==> config.mk <==
export PLATFORM = sky130hd
export DESIGN_NAME = trap_controller_flat
export DESIGN_NICKNAME = d
export VERILOG_FILES = /design/src/rtl/trap_controller_if.sv /design/src/rtl/trap_controller.sv /design/src/flat_wrapper.sv
export SDC_FILE = /design/constraint.sdc
export NUM_CORES = 1
export LEC_CHECK = 0
export CORE_UTILIZATION = 26
export CTS_CLUSTER_DIAMETER = 200
export DETAILED_ROUTE_END_ITERATION = 8
export GPL_ROUTABILITY_DRIVEN = 1
export PLACE_DENSITY = 0.77
export REMOVE_ABC_BUFFERS = 1
export SYNTH_ARGS = -nofsm -noshare
export SYNTH_HDL_FRONTEND = slang
export SYNTH_SLANG_ARGS = --single-unit
export TNS_END_PERCENT = 50
==> constraint.sdc <==
create_clock -name clk -period 1.8 [get_ports clk]
set_input_delay 0.18 -clock clk [delete_from_list [all_inputs] [get_ports clk]]
set_output_delay 0.18 -clock clk [all_outputs]
set_load 0.005 [all_outputs]
==> src/rtl/trap_controller_if.sv <==
// EXE-stage trap bus: instruction status into the trap unit, redirect and CSR state out of it.
// The trap unit always accepts its inputs and never stalls, so the bus carries no ready signal.
interface trap_controller_if #(
    parameter int PC_W = 15,
    parameter int XLEN = 64
);
    logic            instr_valid;
    logic [PC_W-1:0] pc;
    logic [6:0]      OPCODE;
    logic            branch_taken;
    logic [PC_W-1:0] branch_address;
    logic [PC_W-1:0] mem_addr;
    logic [3:0]      MemRead_EXE;
    logic [3:0]      MemWrite_EXE;
    logic            sret;
    logic            exception;
    logic            redirect_valid;
    logic [PC_W-1:0] redirect_pc;
    logic            in_handler;
    logic            double_fault;
    logic [PC_W-1:0] sepc;
    logic [XLEN-1:0] scause;
    logic [XLEN-1:0] stval;

    modport master (
        output instr_valid, pc, OPCODE, branch_taken, branch_address, mem_addr,
               MemRead_EXE, MemWrite_EXE, sret,
        input  exception, redirect_valid, redirect_pc, in_handler, double_fault,
               sepc, scause, stval
    );

    modport slave (
        input  instr_valid, pc, OPCODE, branch_taken, branch_address, mem_addr,
               MemRead_EXE, MemWrite_EXE, sret,
        output exception, redirect_valid, redirect_pc, in_handler, double_fault,
               sepc, scause, stval
    );
endinterface

==> src/rtl/trap_controller.sv <==
// Registered supervisor trap unit: prioritised cause detection, sepc/scause/stval capture, stvec/sepc redirect.
// Optional macro TRAP_STVAL_EN adds the stval register; without it stval is tied to zero.
module trap_controller #(
    parameter int              PC_W  = 15,
    parameter int              XLEN  = 64,
    parameter logic [PC_W-1:0] STVEC = 15'h0100
) (
    input  logic             clk,
    input  logic             rst,
    trap_controller_if.slave bus,
    output logic [1:0]       dbg_state_o
);

    typedef enum logic [1:0] {
        IDLE    = 2'd0,
        TRAP    = 2'd1,
        HANDLER = 2'd2,
        RETURN  = 2'd3
    } state_t;

    state_t          state_q, state_d;
    logic [PC_W-1:0] sepc_q, sepc_d;
    logic [XLEN-1:0] scause_q, scause_d;
    logic            double_fault_q, double_fault_d;

    logic            hit;
    logic [2:0]      code;
    logic            rd_illegal, wr_illegal, op_illegal;

    function automatic logic be_illegal(input logic [3:0] c);
        return !(c == 4'b0000 || c == 4'b0001 || c == 4'b0011 || c == 4'b1111);
    endfunction

    function automatic logic be_misaligned(input logic [3:0] c, input logic [1:0] a);
        return (c == 4'b0011 && a[0]) || (c == 4'b1111 && a != 2'b00);
    endfunction

    always_comb begin
        op_illegal = 1'b1;
        case (bus.OPCODE)
            7'h03, 7'h13, 7'h17, 7'h23, 7'h33,
            7'h37, 7'h63, 7'h67, 7'h6F, 7'h73: op_illegal = 1'b0;
            default:                           op_illegal = 1'b1;
        endcase
    end

    assign rd_illegal = be_illegal(bus.MemRead_EXE);
    assign wr_illegal = be_illegal(bus.MemWrite_EXE);

    // Fixed priority: fetch misalign, illegal, load misalign, store misalign.
    always_comb begin
        hit  = 1'b0;
        code = 3'd0;
        if (bus.instr_valid) begin
            if (bus.branch_taken && bus.branch_address[1:0] != 2'b00) begin
                hit  = 1'b1;
                code = 3'd0;
            end else if (op_illegal || rd_illegal || wr_illegal ||
                         (bus.MemRead_EXE != 4'b0000 && bus.MemWrite_EXE != 4'b0000)) begin
                hit  = 1'b1;
                code = 3'd2;
            end else if (be_misaligned(bus.MemRead_EXE, bus.mem_addr[1:0])) begin
                hit  = 1'b1;
                code = 3'd4;
            end else if (be_misaligned(bus.MemWrite_EXE, bus.mem_addr[1:0])) begin
                hit  = 1'b1;
                code = 3'd6;
            end
        end
    end

    always_comb begin
        state_d            = state_q;
        sepc_d             = sepc_q;
        scause_d           = scause_q;
        double_fault_d     = double_fault_q;
        bus.exception      = 1'b0;
        bus.redirect_valid = 1'b0;
        bus.redirect_pc    = '0;
        bus.in_handler     = 1'b0;
        case (state_q)
            IDLE: begin
                if (hit) begin
                    sepc_d   = bus.pc;
                    scause_d = {{(XLEN-3){1'b0}}, code};
                    state_d  = TRAP;
                end
            end
            TRAP: begin
                bus.exception      = 1'b1;
                bus.redirect_valid = 1'b1;
                bus.redirect_pc    = STVEC;
                state_d            = HANDLER;
            end
            HANDLER: begin
                bus.in_handler = 1'b1;
                if (bus.sret && bus.instr_valid) begin
                    state_d = RETURN;
                end else if (hit) begin
                    double_fault_d = 1'b1;
                end
            end
            RETURN: begin
                bus.redirect_valid = 1'b1;
                bus.redirect_pc    = sepc_q;
                state_d            = IDLE;
            end
            default: state_d = IDLE;
        endcase
    end

    always_ff @(posedge clk) begin
        if (rst) begin
            state_q        <= IDLE;
            sepc_q         <= '0;
            scause_q       <= '0;
            double_fault_q <= 1'b0;
        end else begin
            state_q        <= state_d;
            sepc_q         <= sepc_d;
            scause_q       <= scause_d;
            double_fault_q <= double_fault_d;
        end
    end

`ifdef TRAP_STVAL_EN
    logic [XLEN-1:0] tval;
    logic [XLEN-1:0] stval_q;

    always_comb begin
        tval = '0;
        case (code)
            3'd0:    tval = {{(XLEN-PC_W){1'b0}}, bus.branch_address};
            3'd2:    tval = {{(XLEN-7){1'b0}}, bus.OPCODE};
            default: tval = {{(XLEN-PC_W){1'b0}}, bus.mem_addr};
        endcase
    end

    always_ff @(posedge clk) begin
        if (rst) begin
            stval_q <= '0;
        end else if (state_q == IDLE && hit) begin
            stval_q <= tval;
        end
    end

    assign bus.stval = stval_q;
`else
    assign bus.stval = '0;
`endif

    assign bus.sepc         = sepc_q;
    assign bus.scause       = scause_q;
    assign bus.double_fault = double_fault_q;
    assign dbg_state_o      = state_q;

endmodule
==> src/flat_wrapper.sv <==
// flat-port wrapper written by rule: the top's interface ports become plain ports
module trap_controller_flat 
#(
    parameter int              PC_W  = 15,
    parameter int              XLEN  = 64,
    parameter logic [PC_W-1:0] STVEC = 15'h0100
)
  (clk, rst, dbg_state_o, bus_instr_valid, bus_pc, bus_OPCODE, bus_branch_taken, bus_branch_address, bus_mem_addr, bus_MemRead_EXE, bus_MemWrite_EXE, bus_sret, bus_exception, bus_redirect_valid, bus_redirect_pc, bus_in_handler, bus_double_fault, bus_sepc, bus_scause, bus_stval);
  trap_controller_if #(.PC_W(PC_W), .XLEN(XLEN)) bus_i ();
  input  logic clk;
  input  logic rst;
  output logic [1:0] dbg_state_o;
  input wire logic [$bits(bus_i.instr_valid)-1:0] bus_instr_valid;
  input wire logic [$bits(bus_i.pc)-1:0] bus_pc;
  input wire logic [$bits(bus_i.OPCODE)-1:0] bus_OPCODE;
  input wire logic [$bits(bus_i.branch_taken)-1:0] bus_branch_taken;
  input wire logic [$bits(bus_i.branch_address)-1:0] bus_branch_address;
  input wire logic [$bits(bus_i.mem_addr)-1:0] bus_mem_addr;
  input wire logic [$bits(bus_i.MemRead_EXE)-1:0] bus_MemRead_EXE;
  input wire logic [$bits(bus_i.MemWrite_EXE)-1:0] bus_MemWrite_EXE;
  input wire logic [$bits(bus_i.sret)-1:0] bus_sret;
  output wire logic [$bits(bus_i.exception)-1:0] bus_exception;
  output wire logic [$bits(bus_i.redirect_valid)-1:0] bus_redirect_valid;
  output wire logic [$bits(bus_i.redirect_pc)-1:0] bus_redirect_pc;
  output wire logic [$bits(bus_i.in_handler)-1:0] bus_in_handler;
  output wire logic [$bits(bus_i.double_fault)-1:0] bus_double_fault;
  output wire logic [$bits(bus_i.sepc)-1:0] bus_sepc;
  output wire logic [$bits(bus_i.scause)-1:0] bus_scause;
  output wire logic [$bits(bus_i.stval)-1:0] bus_stval;
  assign bus_i.instr_valid = bus_instr_valid;
  assign bus_i.pc = bus_pc;
  assign bus_i.OPCODE = bus_OPCODE;
  assign bus_i.branch_taken = bus_branch_taken;
  assign bus_i.branch_address = bus_branch_address;
  assign bus_i.mem_addr = bus_mem_addr;
  assign bus_i.MemRead_EXE = bus_MemRead_EXE;
  assign bus_i.MemWrite_EXE = bus_MemWrite_EXE;
  assign bus_i.sret = bus_sret;
  assign bus_exception = bus_i.exception;
  assign bus_redirect_valid = bus_i.redirect_valid;
  assign bus_redirect_pc = bus_i.redirect_pc;
  assign bus_in_handler = bus_i.in_handler;
  assign bus_double_fault = bus_i.double_fault;
  assign bus_sepc = bus_i.sepc;
  assign bus_scause = bus_i.scause;
  assign bus_stval = bus_i.stval;
  trap_controller #(.PC_W(PC_W), .XLEN(XLEN), .STVEC(STVEC)) u_core (.clk(clk), .rst(rst), .bus(bus_i), .dbg_state_o(dbg_state_o));
endmodule
==> results.sh, run 1 <==
export IMPL_fp_dieArea_um2=8720
export IMPL_hp_start="u_core.bus.scause[2]"
export IMPL_synth_edff_count=0
export IMPL_power_frac_seq=0.291
export IMPL_start_util=0.275
export IMPL_dr_pass1_iters=4
export IMPL_placement_cell_area_um2=2700
export IMPL_wl_um=4470
export IMPL_finalSetupViolCount=0
export IMPL_status="complete, no violations"
export IMPL_ys_warn_count=0
export IMPL_die_width_um=93.4
export IMPL_ys_seq_elements=20
export IMPL_setup_ws_ns=0.0571
export IMPL_grt_max_degree=20
export IMPL_synth_top_area_frac=0.435
export IMPL_met2WireLength_um=2490
export IMPL_fin_area_um2=2880
export IMPL_synth_async_reset_ratio=0
export IMPL_min_path_type="flop to flop"
export IMPL_worstSetupPathType="input port to flop"
export IMPL_die_h_um=93.4
export IMPL_max_freq_mhz=574
export IMPL_syn_to_final_growth_pct=32.7
export IMPL_hold_viol_final=0
export IMPL_n_antenna_cell=0
export IMPL_ff_latch_area_um2=405
export IMPL_cts_buffers=3
export IMPL_met1Wirelength_um=1530
export IMPL_fin_nets=436
export IMPL_dp_cells=461
export IMPL_fill_cells=821
export IMPL_drt_vias_per_instance=3.63
export IMPL_overflow=0
export IMPL_reg2reg_from="u_core.dbg_state_o[0]"
export IMPL_rows=32
export IMPL_maxCapViolCount=0
export IMPL_antenna_found_initial=0
export IMPL_multiInputGateArea_um2=1300
export IMPL_synth_distinct_cells=40
export IMPL_p_leak_nw=1.54
export IMPL_slew_violations=0
export IMPL_drc=0
export IMPL_clk_pin_slew_ns=0.08
export IMPL_drive_gt1_frac=0.134
export IMPL_clk_latency_ns=0.26
export IMPL_synth_compound_area_frac=0.0755
export IMPL_dr_wl_met3_um=426
export IMPL_synth_flop_cell="dfxtp_1"
export IMPL_crit_required_ns=1.99
export IMPL_fp_coreArea_um2=7890
export IMPL_ios=229
export IMPL_synth_seq_area_share=0.184
export IMPL_max_stage_delay_ns=0.52
export IMPL_synth_cells=271
export IMPL_pre_cts_slack_ns=-0.477
export IMPL_crit_path_top_delay_cell="or4b_1"
export IMPL_layout_min_cycle_time_ns=1.74
export IMPL_power_frac_clock=0.206
export IMPL_fin_skew_ns=0.00552
export IMPL_hpwlAfterDp_um=3710
export IMPL_critPathMaxFanout=3
export IMPL_clockBufferDepth=2
export IMPL_synth_xor_area_frac=0.00806
export IMPL_reg2reg_slack_ns=0.15
export IMPL_power_density_nw_per_um2=767
export IMPL_fin_util=0.365
export IMPL_synthSimpleGateAreaFrac=0.162
export IMPL_min_to="u_core.bus.scause[2]"
export IMPL_cts_root_buf="clkbuf_8"
export IMPL_startpoint_type="input port"
export IMPL_synth_mux_area_frac=0.0829
export IMPL_synth_top_family_by_area="buffers and inverters"
export IMPL_max_vdd_ir_drop_mv=0.291
export IMPL_ctsHtreeMaxLevel=1
export IMPL_yosysTopAreaCell="buf_4"
export IMPL_io_buffers=76
export IMPL_crit_path_end_kind="flop"
export IMPL_num_vias=1697
export IMPL_hold_depth=2
export IMPL_yosys_top_cells_area="buf_4 (44%), dfxtp_1 (18%), mux2i_1 (8.3%)"
export IMPL_grt_pass1_vias=1393
export IMPL_grt_pass1_wl_um=6270
export IMPL_avgSynthCellArea_um2=8.02
export IMPL_cp_arrival_ns=1.94
export IMPL_p_sw_frac=0.328
export IMPL_synth_adder_area_share=0.0230
export IMPL_r2r_cells=6
export IMPL_p_sw_w=0.000724
export IMPL_drt_initial_drc_count=23
export IMPL_p_comb_frac=0.503
export IMPL_gr_usage_all_layers=0.0916
export IMPL_top_layer_used="met4"
export IMPL_r2r_end="u_core.dbg_state_o[0]"
export IMPL_cp_cell_sequence="clkdlybuf4s15_1 -> or4b_4 -> a211oi_4 -> o221ai_2 -> or4b_1 -> mux2i_1"
export IMPL_cts_tree="yes"
export IMPL_syn_area_um2=2170
export IMPL_clock_sinks=20
export IMPL_internal_power_w=0.00149
export IMPL_fin_cells=468
export IMPL_fin_crit_sh=0.968
export IMPL_routedWlPerCell_um=9.55
export IMPL_ant_nets=0
export IMPL_holdBufCountCts=0
export IMPL_place_congestion=0.652
cell usage in the layout, fill, tap and decap left out, types with 2 or more instances in the layout:
| cell type | instances |
|---|---|
| clkbuf_2 | 2 |
| and2_1 | 14 |
| dlymetal6s2s_1 | 12 |
| clkdlybuf4s50_1 | 59 |
| xor2_1 | 2 |
| nand4_1 | 2 |
| buf_4 | 19 |
| ha_4 | 2 |
| clkdlybuf4s15_1 | 2 |
| a21oi_2 | 2 |
| o21ai_0 | 4 |
| mux2i_1 | 18 |
| inv_1 | 5 |
| a21oi_1 | 2 |
| dfxtp_1 | 18 |
| conb_1 | 126 |
| nand2_1 | 36 |
| or2_2 | 2 |
| nand3_1 | 2 |
| clkbuf_8 | 3 |
repair_timing:
item	4_1_cts	5_1_grt
setup buffers	2	1
pin swaps	5	7
endpoints found under the setup margin	34	33
gates resized for setup	12	29
per-layer routing:
layer,GRT usage,up-vias
li1,-,810
met2,0.195,116
met1,0.0837,767
met5,0,-
met3,0.0268,4
met4,0.0154,0
worst max-delay path, delay by kind of cell:
kind | cells | cell delay [ns]
compound gates | 2 | 0.41
buf+inv | 1 | 0.18
mux | 1 | 0.13
simple gates | 2 | 1.03
power groups by stage:
stage               Combinational [W]  Sequential (W)  Clock (W)
floorplan                    0.000473        0.000634          0
global placement              0.00107        0.000626          0
detailed placement            0.00110        0.000630          0
CTS                           0.00109        0.000636   0.000488
global route                  0.00122        0.000661   0.000503
finish                        0.00111        0.000643   0.000456
synthesized netlist by cell type, types with 3 or more instances:
library cell    n
nand2_1        36
ha_1            4
inv_1           5
buf_4         126
clkbuf_1        3
a21oi_1         3
dfxtp_1        20
and2_1         14
o21ai_0         4
nand3_1         3
mux2i_1        18
or2_2           3
final cells by class:
class / count / share of cell area
clock inverter: 1 / 0.0104
inverter: 6 / 0.00782
multi-input combinational: 239 / 0.450
clock buffer: 3 / 0.0143
timing repair buffer: 97 / 0.332
tap: 102 / 0.0443
sequential: 20 / 0.141
cell families (layout without fill, tap and decap cells):
group	after synthesis	count (layout)
compound gates	20	20
xor+xnor	2	2
fa+ha+maj	4	4
buf+inv	137	107
flops	20	20
mux	18	18
other cells	1	126
simple gates	69	69
worst max path at each step:
stage	cells past startpoint	end	start	slack (ns)
after floorplan	5	u_core.bus.scause[1]	bus_MemWrite_EXE[0]	0.01
after global placement	6	u_core.dbg_state_o[0]	bus_MemRead_EXE[0]	-0.44
after detailed placement	6	u_core.bus.scause[2]	bus_MemRead_EXE[0]	-0.48
after CTS	6	u_core.bus.scause[2]	bus_MemWrite_EXE[3]	-0.03
after global routing	6	u_core.bus.scause[2]	bus_OPCODE[4]	-0.002
final	6	u_core.bus.scause[2]	bus_MemRead_EXE[3]	0.06
registers in the layout, summed over array words and instances (netlist names):
name,cells
u_core.bus.double_fault,1
u_core.bus.scause,2
u_core.bus.sepc,15
u_core.dbg_state_o,2
stage by stage:
stage	setup TNS [ns]	power [W]	hold WS (ns)
2_1_floorplan	0	0.00111	0.322
3_3_place_gp	-6.38	0.00170	0.449
3_5_place_dp	-6.89	0.00173	0.454
4_1_cts	-0.146	0.00221	0.451
5_1_grt	-0.00242	0.00238	0.463
6_report	0	0.00221	0.459
(Power assumes the default switching activity.)
==> run 2, diff against run 1 <==
--- a/config.mk
+++ b/config.mk
@@ -10,6 +10,7 @@
 export DETAILED_ROUTE_END_ITERATION = 8
 export GPL_ROUTABILITY_DRIVEN = 1
 export PLACE_DENSITY = 0.77
+export RECOVER_POWER = 25
 export REMOVE_ABC_BUFFERS = 1
 export SYNTH_ARGS = -nofsm -noshare
 export SYNTH_HDL_FRONTEND = slang
==> run 2 against run 1 <==
Compared with the run above:
- sequential power about the same
- combinational power about the same
- worst hold slack worse by 0.0029 ns
- largest power group unchanged
- highest routed layer unchanged
==> results.sh, run 2 (synthesis results as in run 1) <==
export IMPL_status="complete, no violations"
export IMPL_critPathMaxFanout=3
export IMPL_cp_arrival_ns=1.94
export IMPL_met1Wirelength_um=1530
export IMPL_worstSetupPathType="input port to flop"
export IMPL_drt_vias_per_instance=3.62
export IMPL_min_to="u_core.bus.scause[2]"
export IMPL_start_util=0.275
export IMPL_grt_max_degree=20
export IMPL_maxCapViolCount=0
export IMPL_dr_pass1_iters=4
export IMPL_layout_common_cells="conb_1 (126), clkdlybuf4s50_1 (46), nand2_1 (36)"
export IMPL_r2r_cells=6
export IMPL_rows=32
export IMPL_top_layer_used="met4"
export IMPL_fin_nets=436
export IMPL_ant_nets=0
export IMPL_io_buffers=76
export IMPL_fp_dieArea_um2=8720
export IMPL_ctsHtreeMaxLevel=1
export IMPL_startpoint_type="input port"
export IMPL_hold_depth=2
export IMPL_clockBufferDepth=2
export IMPL_fin_area_um2=2880
export IMPL_reg2reg_from="u_core.dbg_state_o[0]"
export IMPL_grt_pass1_vias=1393
export IMPL_largest_reg_flops=15
export IMPL_clock_sinks=20
export IMPL_cts_buffers=3
export IMPL_fin_cells=468
export IMPL_min_path_type="flop to flop"
export IMPL_layout_commonest_cell="conb_1"
export IMPL_crit_path_end_kind="flop"
export IMPL_setup_ws_ns=0.0573
export IMPL_drc=0
export IMPL_clk_latency_ns=0.26
export IMPL_dp_cells=461
export IMPL_fin_crit_sh=0.968
export IMPL_routedWlPerCell_um=9.53
export IMPL_met2WireLength_um=2480
export IMPL_cts_tree="yes"
export IMPL_overflow=0
export IMPL_grt_pass1_wl_um=6270
export IMPL_max_vdd_ir_drop_mv=0.289
export IMPL_hold_viol_final=0
export IMPL_num_vias=1695
export IMPL_cts_root_buf="clkbuf_8"
export IMPL_fp_coreArea_um2=7890
export IMPL_wl_um=4460
export IMPL_power_density_nw_per_um2=759
export IMPL_pre_cts_slack_ns=-0.477
export IMPL_fill_cells=821
export IMPL_r2r_end="u_core.dbg_state_o[0]"
export IMPL_n_antenna_cell=0
export IMPL_p_leak_nw=1.58
export IMPL_ff_latch_area_um2=405
export IMPL_drt_initial_drc_count=23
export IMPL_hp_start="u_core.bus.scause[2]"
export IMPL_antenna_found_initial=0
export IMPL_crit_required_ns=1.99
export IMPL_slew_violations=0
export IMPL_clk_pin_slew_ns=0.08
export IMPL_finalSetupViolCount=0
export IMPL_placement_cell_area_um2=2700
export IMPL_ios=229
export IMPL_gr_usage_all_layers=0.0916
export IMPL_place_congestion=0.652
export IMPL_fin_skew_ns=0.00545
export IMPL_syn_to_final_growth_pct=32.7
export IMPL_reg2reg_slack_ns=0.15
export IMPL_die_width_um=93.4
export IMPL_dr_wl_met3_um=426
export IMPL_layout_min_cycle_time_ns=1.74
export IMPL_die_h_um=93.4
export IMPL_max_freq_mhz=574
export IMPL_hpwlAfterDp_um=3710
export IMPL_multiInputGateArea_um2=1300
export IMPL_drive_gt1_frac=0.134
==> run 2: cell count changes in the layout (fill, tap and decap cells not counted), sizes merged <==
cell / before / now
clkdlybuf4s50: 59 / 46
dlygate4sd3: 0 / 13
==> run 2: layer usage <==
layer	track usage	vias to the layer above
met3	0.0268	4
met5	0	-
met1	0.0837	764
met2	0.195	116
met4	0.0154	0
li1	-	811
==> run 2: layout make-up <==
class / count / share of cell area
sequential: 20 / 0.141
tap: 102 / 0.0443
clock buffer: 3 / 0.0143
clock inverter: 1 / 0.0104
inverter: 6 / 0.00782
multi-input combinational: 239 / 0.450
timing repair buffer: 97 / 0.332
==> run 2: worst max-delay path by stage <==
stage,end,start,cells past startpoint,slack (ns)
after floorplan,u_core.bus.scause[1],bus_MemWrite_EXE[0],5,0.01
after global placement,u_core.dbg_state_o[0],bus_MemRead_EXE[0],6,-0.44
after detailed placement,u_core.bus.scause[2],bus_MemRead_EXE[0],6,-0.48
after CTS,u_core.bus.scause[2],bus_MemWrite_EXE[3],6,-0.03
after global routing,u_core.bus.scause[2],bus_OPCODE[4],6,-0.002
final,u_core.bus.scause[2],bus_MemRead_EXE[3],6,0.06
==> run 2: power by group <==
part | internal, W | total (W) | switching, W
Sequential | 0.000555 | 0.000640 | 0.0000851
Clock | 0.000297 | 0.000456 | 0.000159
Combinational | 0.000614 | 0.00109 | 0.000478
==> run 2: metrics by stage <==
stage	TNS [ns]	power, W	hold slack (ns)	util
2_1_floorplan	0	0.00111	0.322	-
3_3_place_gp	-6.38	0.00170	0.449	0.342
3_5_place_dp	-6.89	0.00173	0.454	0.342
4_1_cts	-0.146	0.00221	0.451	0.355
5_1_grt	-0.00242	0.00236	0.463	0.365
6_report	0	0.00219	0.456	0.365
==> run 2: what timing repair did <==
action | 4_1_cts | 5_1_grt
pin swaps | 5 | 7
endpoints found under the setup margin | 34 | 33
resized for setup | 12 | 29
hold buffers | 0 | 0
buffers inserted | 2 | 1
==> run 2: worst max-delay path, stage by stage <==
cell and delay, ns:
clkdlybuf4s15_1 0.18, or4b_4 0.51, a211oi_4 0.25, o221ai_2 0.16
or4b_1 0.52, mux2i_1 0.13
==> run 3, diff against run 2 <==
--- a/config.mk
+++ b/config.mk
@@ -5,6 +5,7 @@
 export SDC_FILE = /design/constraint.sdc
 export NUM_CORES = 1
 export LEC_CHECK = 0
+export CORE_ASPECT_RATIO = 1.5
 export CORE_UTILIZATION = 26
 export CTS_CLUSTER_DIAMETER = 200
 export DETAILED_ROUTE_END_ITERATION = 8
==> run 3 against run 2 <==
Compared with the run above:
- clock-buffer cell count rose by 1
- global-route usage fell by 0.20 points
- via count rose by 2.2%
- utilization rose by 0.21 points
- maximum frequency fell by 0.63%
- clock skew fell by 0.0015 ns
- sequential share of layout area fell by 0.29 points
- final cell count rose by 0.64%
- wire length rose by 8.0%
- clock power rose by 11%
- critical endpoint is now bus_redirect_pc[1]
==> results.sh, run 3 (synthesis results as in run 1) <==
export IMPL_slew_violations=0
export IMPL_cts_buffers=3
export IMPL_ios=229
export IMPL_die_width_um=76.6
export IMPL_fp_coreArea_um2=8060
export IMPL_crit_path_end_kind="output port"
export IMPL_overflow=0
export IMPL_wl_um=4820
export IMPL_p_sw_w=0.000772
export IMPL_internal_power_w=0.00157
export IMPL_dr_pass1_iters=4
export IMPL_routedWlPerCell_um=10.2
export IMPL_min_path_type="flop to flop"
export IMPL_hold_depth=2
export IMPL_grt_pass1_wl_um=6190
export IMPL_drc=0
export IMPL_max_freq_mhz=570
export IMPL_clock_sinks=20
export IMPL_place_congestion=0.796
export IMPL_fin_crit_sh=0.974
export IMPL_reg2reg_slack_ns=0.36
export IMPL_antenna_found_initial=0
export IMPL_n_antenna_cell=0
export IMPL_status="complete, no violations"
export IMPL_reg2reg_from="u_core.dbg_state_o[0]"
export IMPL_num_vias=1733
export IMPL_p_sw_frac=0.329
export IMPL_holdBufCountCts=0
export IMPL_power_frac_seq=0.280
export IMPL_p_leak_nw=1.55
export IMPL_rows=40
export IMPL_clk_pin_slew_ns=0.06
export IMPL_hpwlAfterDp_um=3650
export IMPL_layout_min_cycle_time_ns=1.75
export IMPL_ant_nets=0
export IMPL_largest_reg_flops=15
export IMPL_critPathMaxFanout=8
export IMPL_clockBufferDepth=2
export IMPL_crit_required_ns=1.62
export IMPL_met2WireLength_um=2640
export IMPL_fp_dieArea_um2=8730
export IMPL_power_frac_clock=0.215
export IMPL_hold_viol_final=0
export IMPL_cts_tree="yes"
export IMPL_finalSetupViolCount=0
export IMPL_cts_root_buf="clkbuf_16"
export IMPL_top_layer_used="met4"
export IMPL_cp_arrival_ns=1.57
export IMPL_min_to="u_core.bus.scause[2]"
export IMPL_r2r_cells=7
export IMPL_drt_initial_drc_count=24
export IMPL_drive_gt1_frac=0.137
export IMPL_clk_latency_ns=0.25
export IMPL_layout_commonest_cell="conb_1"
export IMPL_io_buffers=76
export IMPL_crit_start="u_core.dbg_state_o[1]"
export IMPL_maxCapViolCount=0
export IMPL_fin_skew_ns=0.00392
export IMPL_syn_to_final_growth_pct=36.3
export IMPL_fin_nets=436
export IMPL_startpoint_type="flop"
export IMPL_die_h_um=114
export IMPL_gr_usage_all_layers=0.0896
export IMPL_worstSetupPathType="flop to output port"
export IMPL_finalSetupTns_ns=0
export IMPL_grt_max_degree=37
export IMPL_max_vdd_ir_drop_mv=0.369
export IMPL_r2r_end="u_core.dbg_state_o[0]"
export IMPL_met1Wirelength_um=1700
export IMPL_hp_start="u_core.bus.scause[2]"
export IMPL_whs_ns=0.461
export IMPL_ctsHtreeMaxLevel=1
export IMPL_grt_pass1_vias=1325
export IMPL_dr_wl_met3_um=441
export IMPL_start_util=0.270
export IMPL_drt_vias_per_instance=3.68
export IMPL_p_comb_frac=0.505
export IMPL_layout_common_cells="conb_1 (126), clkdlybuf4s50_1 (50), nand2_1 (36)"
export IMPL_power_density_nw_per_um2=793
## run 3: critical path, cell delays in order, from the launching register on
cell and delay, ns:
dfxtp_4 0.38, ha_4 0.18, clkbuf_16 0.15, and2_1 0.12, clkdlybuf4s50_1 0.49
## run 3: layer usage
| layer | vias to the layer above | GRT usage |
|---|---|---|
| met2 | 149 | 0.181 |
| met1 | 766 | 0.0878 |
| met3 | 4 | 0.0200 |
| met4 | 0 | 0.0295 |
| li1 | 814 | - |
| met5 | - | 0 |
## run 3: layout make-up
cell class	count	area [um2]
Fill cell	826	5100
Multi-Input combinational cell	239	1310
Timing Repair Buffer	97	998
Sequential cell	20	408
Tap cell	105	131
Clock buffer	4	88.8
Inverter	6	22.5
## run 3: how the worst max path moves through the flow
stage,endpoint,depth (start not counted)
floorplan,u_core.bus.scause[1],5
global placement,u_core.dbg_state_o[0],6
detailed placement,u_core.dbg_state_o[0],6
CTS,u_core.bus.scause[2],6
global route,bus_redirect_pc[1],4
finish,bus_redirect_pc[1],4
## run 3: what timing repair did
| item | in CTS | in global routing |
|---|---|---|
| gates cloned | 0 | 2 |
| setup endpoints to repair | 36 | 26 |
| setup buffers | 0 | 3 |
| resized for setup | 14 | 25 |
| pin swaps | 5 | 10 |
## run 3: per-stage QoR
step / power, W / setup WS (ns) / utilization / instance area, um2 / std cells
after floorplan: 0.00111 / 0.0137 / - / 1660 / 265
after global placement: 0.00170 / -0.428 / 0.336 / 2710 / 462
after detailed placement: 0.00173 / -0.495 / 0.336 / 2710 / 462
after CTS: 0.00225 / -0.0245 / 0.349 / 2810 / 466
after global routing: 0.00250 / -0.000675 / 0.367 / 2960 / 471
final: 0.00235 / 0.0462 / 0.367 / 2960 / 471
## run 3: power by group through the flow
stage / sequential, W / clock [W] / combinational, W
final: 0.000658 / 0.000504 / 0.00118
after global routing: 0.000675 / 0.000544 / 0.00128
after CTS: 0.000649 / 0.000530 / 0.00107
after detailed placement: 0.000647 / 0 / 0.00108
after global placement: 0.000639 / 0 / 0.00106
after floorplan: 0.000634 / 0 / 0.000473
